==> config.mk <==
export PLATFORM = sky130hd
export DESIGN_NAME = mdu_hilo
export DESIGN_NICKNAME = d
export VERILOG_FILES = /design/src/rtl/mdu_hilo_pkg.sv /design/src/rtl/mdu_seq_mult.sv /design/src/rtl/mdu_hilo.sv
export SDC_FILE = /design/constraint.sdc
export NUM_CORES = 1
export LEC_CHECK = 0
export CELL_PAD_IN_SITES_DETAIL_PLACEMENT = 0
export CELL_PAD_IN_SITES_GLOBAL_PLACEMENT = 1
export CORE_MARGIN = 8
export CORE_UTILIZATION = 44
export DETAILED_ROUTE_END_ITERATION = 8
export PLACE_DENSITY = 0.85
export SLEW_MARGIN = 20
export SYNTH_ARGS = -nofsm -noshare
export SYNTH_HDL_FRONTEND = slang
export SYNTH_SLANG_ARGS = --single-unit
==> constraint.sdc <==
create_clock -name Clk -period 7.7 [get_ports Clk]
set_input_delay 1.155 -clock Clk [delete_from_list [all_inputs] [get_ports Clk]]
set_output_delay 1.155 -clock Clk [all_outputs]
set_load 0.02 [all_outputs]
==> src/rtl/mdu_hilo_pkg.sv <==
// Shared MDU/ALU decode: operation codes and the MDU state encoding.
package mdu_hilo_pkg;

  localparam logic [5:0] OP_MULT  = 6'd4;
  localparam logic [5:0] OP_MULTU = 6'd5;
  localparam logic [5:0] OP_MADD  = 6'd6;
  localparam logic [5:0] OP_MSUB  = 6'd7;
  localparam logic [5:0] OP_MTHI  = 6'd32;
  localparam logic [5:0] OP_MTLO  = 6'd33;
  localparam logic [5:0] OP_MFHI  = 6'd34;
  localparam logic [5:0] OP_MFLO  = 6'd35;

  typedef enum logic [1:0] {
    ST_IDLE = 2'd0,
    ST_MUL  = 2'd1,
    ST_FIN  = 2'd2
  } mdu_state_e;

  // Codes that start an iterative multiply
  function automatic logic is_mul_op(input logic [5:0] op);
    return (op == OP_MULT) || (op == OP_MULTU) || (op == OP_MADD) || (op == OP_MSUB);
  endfunction

  // Every code the HI/LO unit responds to (used for the stall decode)
  function automatic logic is_mdu_op(input logic [5:0] op);
    return is_mul_op(op) || (op == OP_MTHI) || (op == OP_MTLO) ||
           (op == OP_MFHI) || (op == OP_MFLO);
  endfunction

endpackage

==> src/rtl/mdu_seq_mult.sv <==
// Radix-2 shift-add multiplier on unsigned magnitudes, one multiplier bit per step.
module mdu_seq_mult #(
  parameter int WIDTH = 32
) (
  input  logic                       clk_i,
  input  logic                       rst_ni,
  input  logic                       load_i,
  input  logic                       step_i,
  input  logic [$clog2(WIDTH)-1:0]   cnt_i,
  input  logic [WIDTH-1:0]           a_mag_i,
  input  logic [WIDTH-1:0]           b_mag_i,
  output logic [2*WIDTH-1:0]         prod_o,
  output logic                       last_o
);

  localparam int CW = $clog2(WIDTH);

  logic [2*WIDTH-1:0] acc_q;
  logic [2*WIDTH-1:0] mcand_q;
  logic [WIDTH-1:0]   mplier_q;
  logic               last_q;

  // Load magnitudes on accept, then add the shifted multiplicand for each set multiplier bit
  always_ff @(posedge clk_i) begin
    if (!rst_ni) begin
      acc_q    <= '0;
      mcand_q  <= '0;
      mplier_q <= '0;
      last_q   <= 1'b0;
    end else if (load_i) begin
      acc_q    <= '0;
      mcand_q  <= {{WIDTH{1'b0}}, a_mag_i};
      mplier_q <= b_mag_i;
      last_q   <= 1'b0;
    end else if (step_i) begin
      if (mplier_q[0]) begin
        acc_q <= acc_q + mcand_q;
      end
      mcand_q  <= mcand_q << 1;
      mplier_q <= mplier_q >> 1;
      last_q   <= (cnt_i == CW'(WIDTH - 1));
    end
  end

  assign prod_o = acc_q;
  assign last_o = last_q;

endmodule

==> src/rtl/mdu_hilo.sv <==
// HI/LO multiply-divide unit: sequential multiply/accumulate plus MTHI/MTLO/MFHI/MFLO.
module mdu_hilo
  import mdu_hilo_pkg::*;
#(
  parameter int WIDTH = 32
) (
  input  logic             Clk,
  input  logic             Reset,
  input  logic             Start,
  input  logic [5:0]       ALUControl,
  input  logic [WIDTH-1:0] A,
  input  logic [WIDTH-1:0] B,
  output logic             Busy,
  output logic             Done,
  output logic [WIDTH-1:0] Hi,
  output logic [WIDTH-1:0] Lo,
  output logic [WIDTH-1:0] MFResult,
  output logic             Stall
);

  localparam int CW = $clog2(WIDTH);

  mdu_state_e         state_q;
  logic [CW-1:0]      cnt_q;
  logic [5:0]         op_q;
  logic               sgn_q;
  logic               a_neg_q;
  logic               b_neg_q;
  logic [WIDTH-1:0]   hi_q;
  logic [WIDTH-1:0]   lo_q;
  logic               done_q;

  logic               accept;
  logic               sgn_d;
  logic [WIDTH-1:0]   a_mag;
  logic [WIDTH-1:0]   b_mag;
  logic [2*WIDTH-1:0] prod;
  logic               last;
  logic [2*WIDTH-1:0] prod_fix;
  logic [2*WIDTH-1:0] hilo_d;

  // Magnitudes are taken from the live operands on the accept edge; the
  // sub-module keeps them, so later A/B changes cannot disturb the multiply.
  assign accept = (state_q == ST_IDLE) && Start && is_mul_op(ALUControl);
  assign sgn_d  = (ALUControl != OP_MULTU);
  assign a_mag  = (sgn_d && A[WIDTH-1]) ? (~A + 1'b1) : A;
  assign b_mag  = (sgn_d && B[WIDTH-1]) ? (~B + 1'b1) : B;

  mdu_seq_mult #(.WIDTH(WIDTH)) u_mult (
    .clk_i   (Clk),
    .rst_ni  (Reset),
    .load_i  (accept),
    .step_i  ((state_q == ST_MUL) && !last),
    .cnt_i   (cnt_q),
    .a_mag_i (a_mag),
    .b_mag_i (b_mag),
    .prod_o  (prod),
    .last_o  (last)
  );

  // Sign fix of the magnitude product, then set/accumulate against current HI/LO
  always_comb begin
    prod_fix = prod;
    if (sgn_q && (a_neg_q ^ b_neg_q)) begin
      prod_fix = ~prod + 1'b1;
    end
    case (op_q)
      OP_MADD: hilo_d = {hi_q, lo_q} + prod_fix;
      OP_MSUB: hilo_d = {hi_q, lo_q} - prod_fix;
      default: hilo_d = prod_fix;
    endcase
  end

  // Control FSM with HI/LO writes and the registered Done pulse
  always_ff @(posedge Clk) begin
    if (!Reset) begin
      state_q <= ST_IDLE;
      cnt_q   <= '0;
      op_q    <= '0;
      sgn_q   <= 1'b0;
      a_neg_q <= 1'b0;
      b_neg_q <= 1'b0;
      hi_q    <= '0;
      lo_q    <= '0;
      done_q  <= 1'b0;
    end else begin
      done_q <= 1'b0;
      case (state_q)
        ST_IDLE: begin
          if (accept) begin
            state_q <= ST_MUL;
            cnt_q   <= '0;
            op_q    <= ALUControl;
            sgn_q   <= sgn_d;
            a_neg_q <= A[WIDTH-1];
            b_neg_q <= B[WIDTH-1];
          end else if (Start && (ALUControl == OP_MTHI)) begin
            hi_q <= A;
          end else if (Start && (ALUControl == OP_MTLO)) begin
            lo_q <= A;
          end
        end
        ST_MUL: begin
          // The product is complete one cycle after the final step
          if (last) begin
            state_q <= ST_FIN;
          end else if (cnt_q != CW'(WIDTH - 1)) begin
            cnt_q <= cnt_q + 1'b1;
          end
        end
        ST_FIN: begin
          hi_q    <= hilo_d[2*WIDTH-1:WIDTH];
          lo_q    <= hilo_d[WIDTH-1:0];
          done_q  <= 1'b1;
          state_q <= ST_IDLE;
          cnt_q   <= '0;
        end
        default: state_q <= ST_IDLE;
      endcase
    end
  end

  // Move-from read port, decoded straight from the current instruction
  always_comb begin
    case (ALUControl)
      OP_MFHI: MFResult = hi_q;
      OP_MFLO: MFResult = lo_q;
      default: MFResult = '0;
    endcase
  end

  assign Busy  = (state_q != ST_IDLE);
  assign Stall = Busy && Start && is_mdu_op(ALUControl);
  assign Done  = done_q;
  assign Hi    = hi_q;
  assign Lo    = lo_q;

endmodule

==> impl_metrics.xml <==
<?xml version="1.0" encoding="UTF-8"?>
<metrics>
  <group name="cells_and_area">
    <metric name="diodes" unit="">0</metric>
    <metric name="share_of_post_route_cells_with_drive_strength_above_1" unit="%">5.26</metric>
    <metric name="fillers" unit="">5153</metric>
    <metric name="finish.instance_area" unit="um^2">25900</metric>
    <metric name="design.final.nets" unit="">3431</metric>
    <metric name="layout.cells.non_filler" unit="">3929</metric>
    <metric name="area_delta_synth_final" unit="%">14.8</metric>
  </group>
  <group name="hold_path">
    <metric name="worstHoldPathType" unit="">flip-flop to flip-flop</metric>
  </group>
  <group name="pwr">
    <metric name="max-vdd-ir-drop" unit="mV">0.211</metric>
    <metric name="finalPower" unit="uW">3280</metric>
    <metric name="power.density" unit="nW/um^2">126</metric>
    <metric name="power_leakage" unit="uW">0.0104</metric>
  </group>
  <group name="synthesis">
    <metric name="mappedNetlistArea" unit="um^2">22600</metric>
    <metric name="netlist.top_cell.by_area" unit="">dfxtp_1</metric>
    <metric name="syn_area_per_cell" unit="um^2">7.13</metric>
    <metric name="synth_top_cells_by_area" unit="">dfxtp_1 (21%), nand2_1 (8.3%), ha_1 (7.3%)</metric>
    <metric name="synthesis.yosys.warnings" unit="">0</metric>
    <metric name="cells_after_synth" unit="">3170</metric>
    <metric name="synth_top_cell_area_share" unit="%">21.4</metric>
    <metric name="synth.net_count" unit="">3377</metric>
    <metric name="synth_enable_flop_cells" unit="">0</metric>
    <metric name="async_reset_ff_share" unit="%">0</metric>
    <metric name="synth_cell_types" unit="">97</metric>
    <metric name="synth_ff_type" unit="">dfxtp_1</metric>
    <metric name="synth_seq_cells" unit="">242</metric>
    <metric name="synth_seq_area_share" unit="%">21.4</metric>
  </group>
  <group name="timing">
    <metric name="final.min_clock_period" unit="ns">7.43</metric>
    <metric name="fmaxAchievable" unit="MHz">135</metric>
    <metric name="final_min_period_over_clock_period" unit="%">96.5</metric>
    <metric name="fin_hold_ws" unit="ns">0.464</metric>
    <metric name="tightestPinTransition" unit="ns">1.09</metric>
    <metric name="finalHoldViolations" unit="">0</metric>
    <metric name="skew" unit="ns">0.0307</metric>
    <metric name="finalMaxSlewViolations" unit="">0</metric>
    <metric name="rsz0062_at_grt" unit="">false</metric>
    <metric name="timing.max_slew.rel_slack" unit="%">27.7</metric>
    <metric name="setup-tns-final" unit="ns">0</metric>
    <metric name="finalSetupViolations" unit="">0</metric>
  </group>
  <group name="setup_path">
    <metric name="timing_worst_setup_path_type" unit="">flip-flop to flip-flop</metric>
    <metric name="critical_path.max_fanout" unit="">11</metric>
    <metric name="startpoint_type" unit="">flip-flop</metric>
    <metric name="worstPathRequired" unit="ns">8.25</metric>
    <metric name="arrival" unit="ns">7.98</metric>
    <metric name="endpoint_kind" unit="">flip-flop</metric>
  </group>
  <group name="route">
    <metric name="routed-via-count" unit="">24987</metric>
    <metric name="drc" unit="">0</metric>
    <metric name="drt_first_pass_iters" unit="">6</metric>
    <metric name="drt-wirelength-per-cell" unit="um">24.8</metric>
    <metric name="first_iter_violations" unit="">2754</metric>
    <metric name="antenna_violating_nets_post_route" unit="">0</metric>
    <metric name="post_drt_via_cell_ratio" unit="">6.36</metric>
    <metric name="route.final.wire_length" unit="um">97300</metric>
  </group>
  <group name="place">
    <metric name="post-place-cells" unit="">3871</metric>
    <metric name="buffer_ports.inserted" unit="">171</metric>
    <metric name="hpwlAfterDp" unit="um">74400</metric>
    <metric name="detailed_place.area" unit="um^2">24800</metric>
    <metric name="gp_congestion" unit="">1.03</metric>
  </group>
  <group name="clocking">
    <metric name="cts_root_buffer" unit="">clkbuf_16</metric>
    <metric name="numCtsBuffers" unit="">31</metric>
    <metric name="clock_sink_count" unit="">242</metric>
    <metric name="cts_hold_repair.buffers" unit="">0</metric>
    <metric name="tritoncts_clock_tree" unit="">yes</metric>
    <metric name="clkLatencyLatePin" unit="ns">0.63</metric>
    <metric name="depth_of_the_cts_h_tree" unit="">1</metric>
    <metric name="post-cts-setup-buffers" unit="">0</metric>
    <metric name="clk_pin_slew" unit="ns">0.06</metric>
    <metric name="post_cts_resize_count" unit="">0</metric>
    <metric name="cts-root-to-sink-buffers" unit="">3</metric>
  </group>
  <group name="grt">
    <metric name="grt_first_pass_wirelength" unit="um">145000</metric>
    <metric name="initial_antenna_violation_count" unit="">0</metric>
    <metric name="grt_start_max_net_pins" unit="">97</metric>
    <metric name="grt_overflow_total" unit="">0</metric>
    <metric name="tot_gr_track_use" unit="%">31.0</metric>
    <metric name="via_count_of_the_first_global_routing_pass" unit="">22763</metric>
  </group>
  <group name="outcome">
    <metric name="outcome" unit="">complete, no violations</metric>
  </group>
  <group name="die">
    <metric name="fp.coreArea" unit="um^2">51100</metric>
    <metric name="die_h" unit="um">243</metric>
    <metric name="dieWidth" unit="um">243</metric>
    <metric name="floorplan.die_area" unit="um^2">58900</metric>
    <metric name="num_io_pins" unit="">172</metric>
    <metric name="initial_utilization" unit="%">44.2</metric>
    <metric name="rows" unit="">83</metric>
  </group>
  <group name="run">
    <metric name="timing.max_cap.violations" unit="">0</metric>
  </group>
</metrics>
## metrics by stage
step | worst slack, ns | utilization [%]
floorplan | 1.99 | -
finish | 0.268 | 50.8
CTS | 0.463 | 50.8
global route | 0.00199 | 50.8
detailed placement | 0.479 | 48.6
global placement | 0.648 | 48.6
## registers in the layout, summed over array words and instances (netlist names)
register         cells
Lo                  32
u_mult.mcand_q      64
op_q                 6
b_neg_q              1
u_mult.last_o        1
Hi                  32
state_q              2
Done                 1
sgn_q                1
u_mult.prod_o       64
u_mult.mplier_q     32
cnt_q                5
a_neg_q              1
## path summary, 6_finish.rpt
path / from / endpoint / slack, ns / cells after the start
setup / recovery: u_mult.prod_o[0] / Hi[31] / 0.27 / 23
hold / removal: u_mult.mplier_q[31] / u_mult.mplier_q[30] / 0.46 / 2
setup reg to reg: u_mult.prod_o[0] / Hi[31] / 0.27 / 23
hold reg to reg: u_mult.mplier_q[31] / u_mult.mplier_q[30] / 0.46 / 2
## where the power goes
group / internal, uW / switching [uW]
logic: 167 / 269
registers: 1260 / 11.3
clock network: 941 / 629
## critical path, stage by stage, from the launching register on
cell and delay (ns):
dfxtp_1 0.42, inv_1 0.13, ha_1 0.32, or4b_1 0.65
nor4_2 0.64, a21oi_1 0.19, o32ai_1 0.51, and3_1 0.28
nand2_2 0.14, nor2b_1 0.39, a21oi_1 0.14, xor2_1 0.18
ha_1 0.46, nand4_1 0.20, nor3_1 0.41, o21ai_0 0.23
a21boi_0 0.46, o21ai_0 0.29, a41oi_1 0.38, o21ai_0 0.22
o21ai_0 0.23, a21oi_1 0.12, xnor2_1 0.14, a211oi_2 0.21
## cell usage after synthesis, types with 56 or more instances
cell type,count
nand3_1,83
a21oi_1,316
nand2_1,500
clkbuf_1,177
nor3_1,65
xnor2_1,158
ha_1,132
o211ai_1,56
a21o_1,75
dfxtp_1,242
xor2_1,120
nor2_1,282
inv_1,60
a311oi_1,68
o21ai_0,165
## placed cells by master, fill, tap and decap left out, types with 13 or more instances in the layout
master,count
dfxtp_1,242
clkbuf_8,14
a21o_1,75
a211oi_1,39
nor2_1,279
o211ai_1,56
o21a_1,14
and2_1,22
o21ai_0,165
or4_1,21
a311oi_1,68
o31ai_1,31
nand4_1,41
o221ai_1,18
xor2_1,120
a21oi_1,316
clkdlybuf4s50_1,170
nor4_1,37
o41ai_1,13
xnor2_1,158
or3_1,21
and3_1,41
mux2i_1,40
nor2b_1,26
nand3_1,83
nand2b_1,24
nand2_1,497
o21bai_1,16
a31oi_1,47
nor3_1,65
buf_4,55
clkbuf_16,31
inv_1,59
ha_1,132
## final cells by class
cell class,instances,area (um^2),share of cell area [%]
clock buffers,52,995,3.83
repair buffers,226,2120,8.17
well taps,680,851,3.28
inverters,61,231,0.892
clock inverters,6,97.6,0.376
multi-input cells,2662,16800,64.8
flip-flops and latches,242,4840,18.7
## cell families (layout without fill, tap and decap cells)
kind of cell	count (synthesis)	in the layout	share of synthesized area (%)
xor+xnor	280	280	10.9
buf+inv	266	345	4.46
mux	42	42	1.87
flops	242	242	21.4
fa+ha+maj	134	134	7.48
simple gates	1237	1237	26.0
compound gates	969	969	27.9
## per-layer routing
| metal | global-route usage [%] | vias up | share of wire, % |
|---|---|---|---|
| met4 | 8.55 | 0 | 3.0 |
| met5 | 0 | - | 0 |
| met2 | 47.7 | 1088 | 43 |
| li1 | - | 11680 | - |
| met1 | 44.2 | 12067 | 45 |
| met3 | 4.85 | 152 | 8.4 |
No activity file was read; power rests on OpenSTA's default activity.
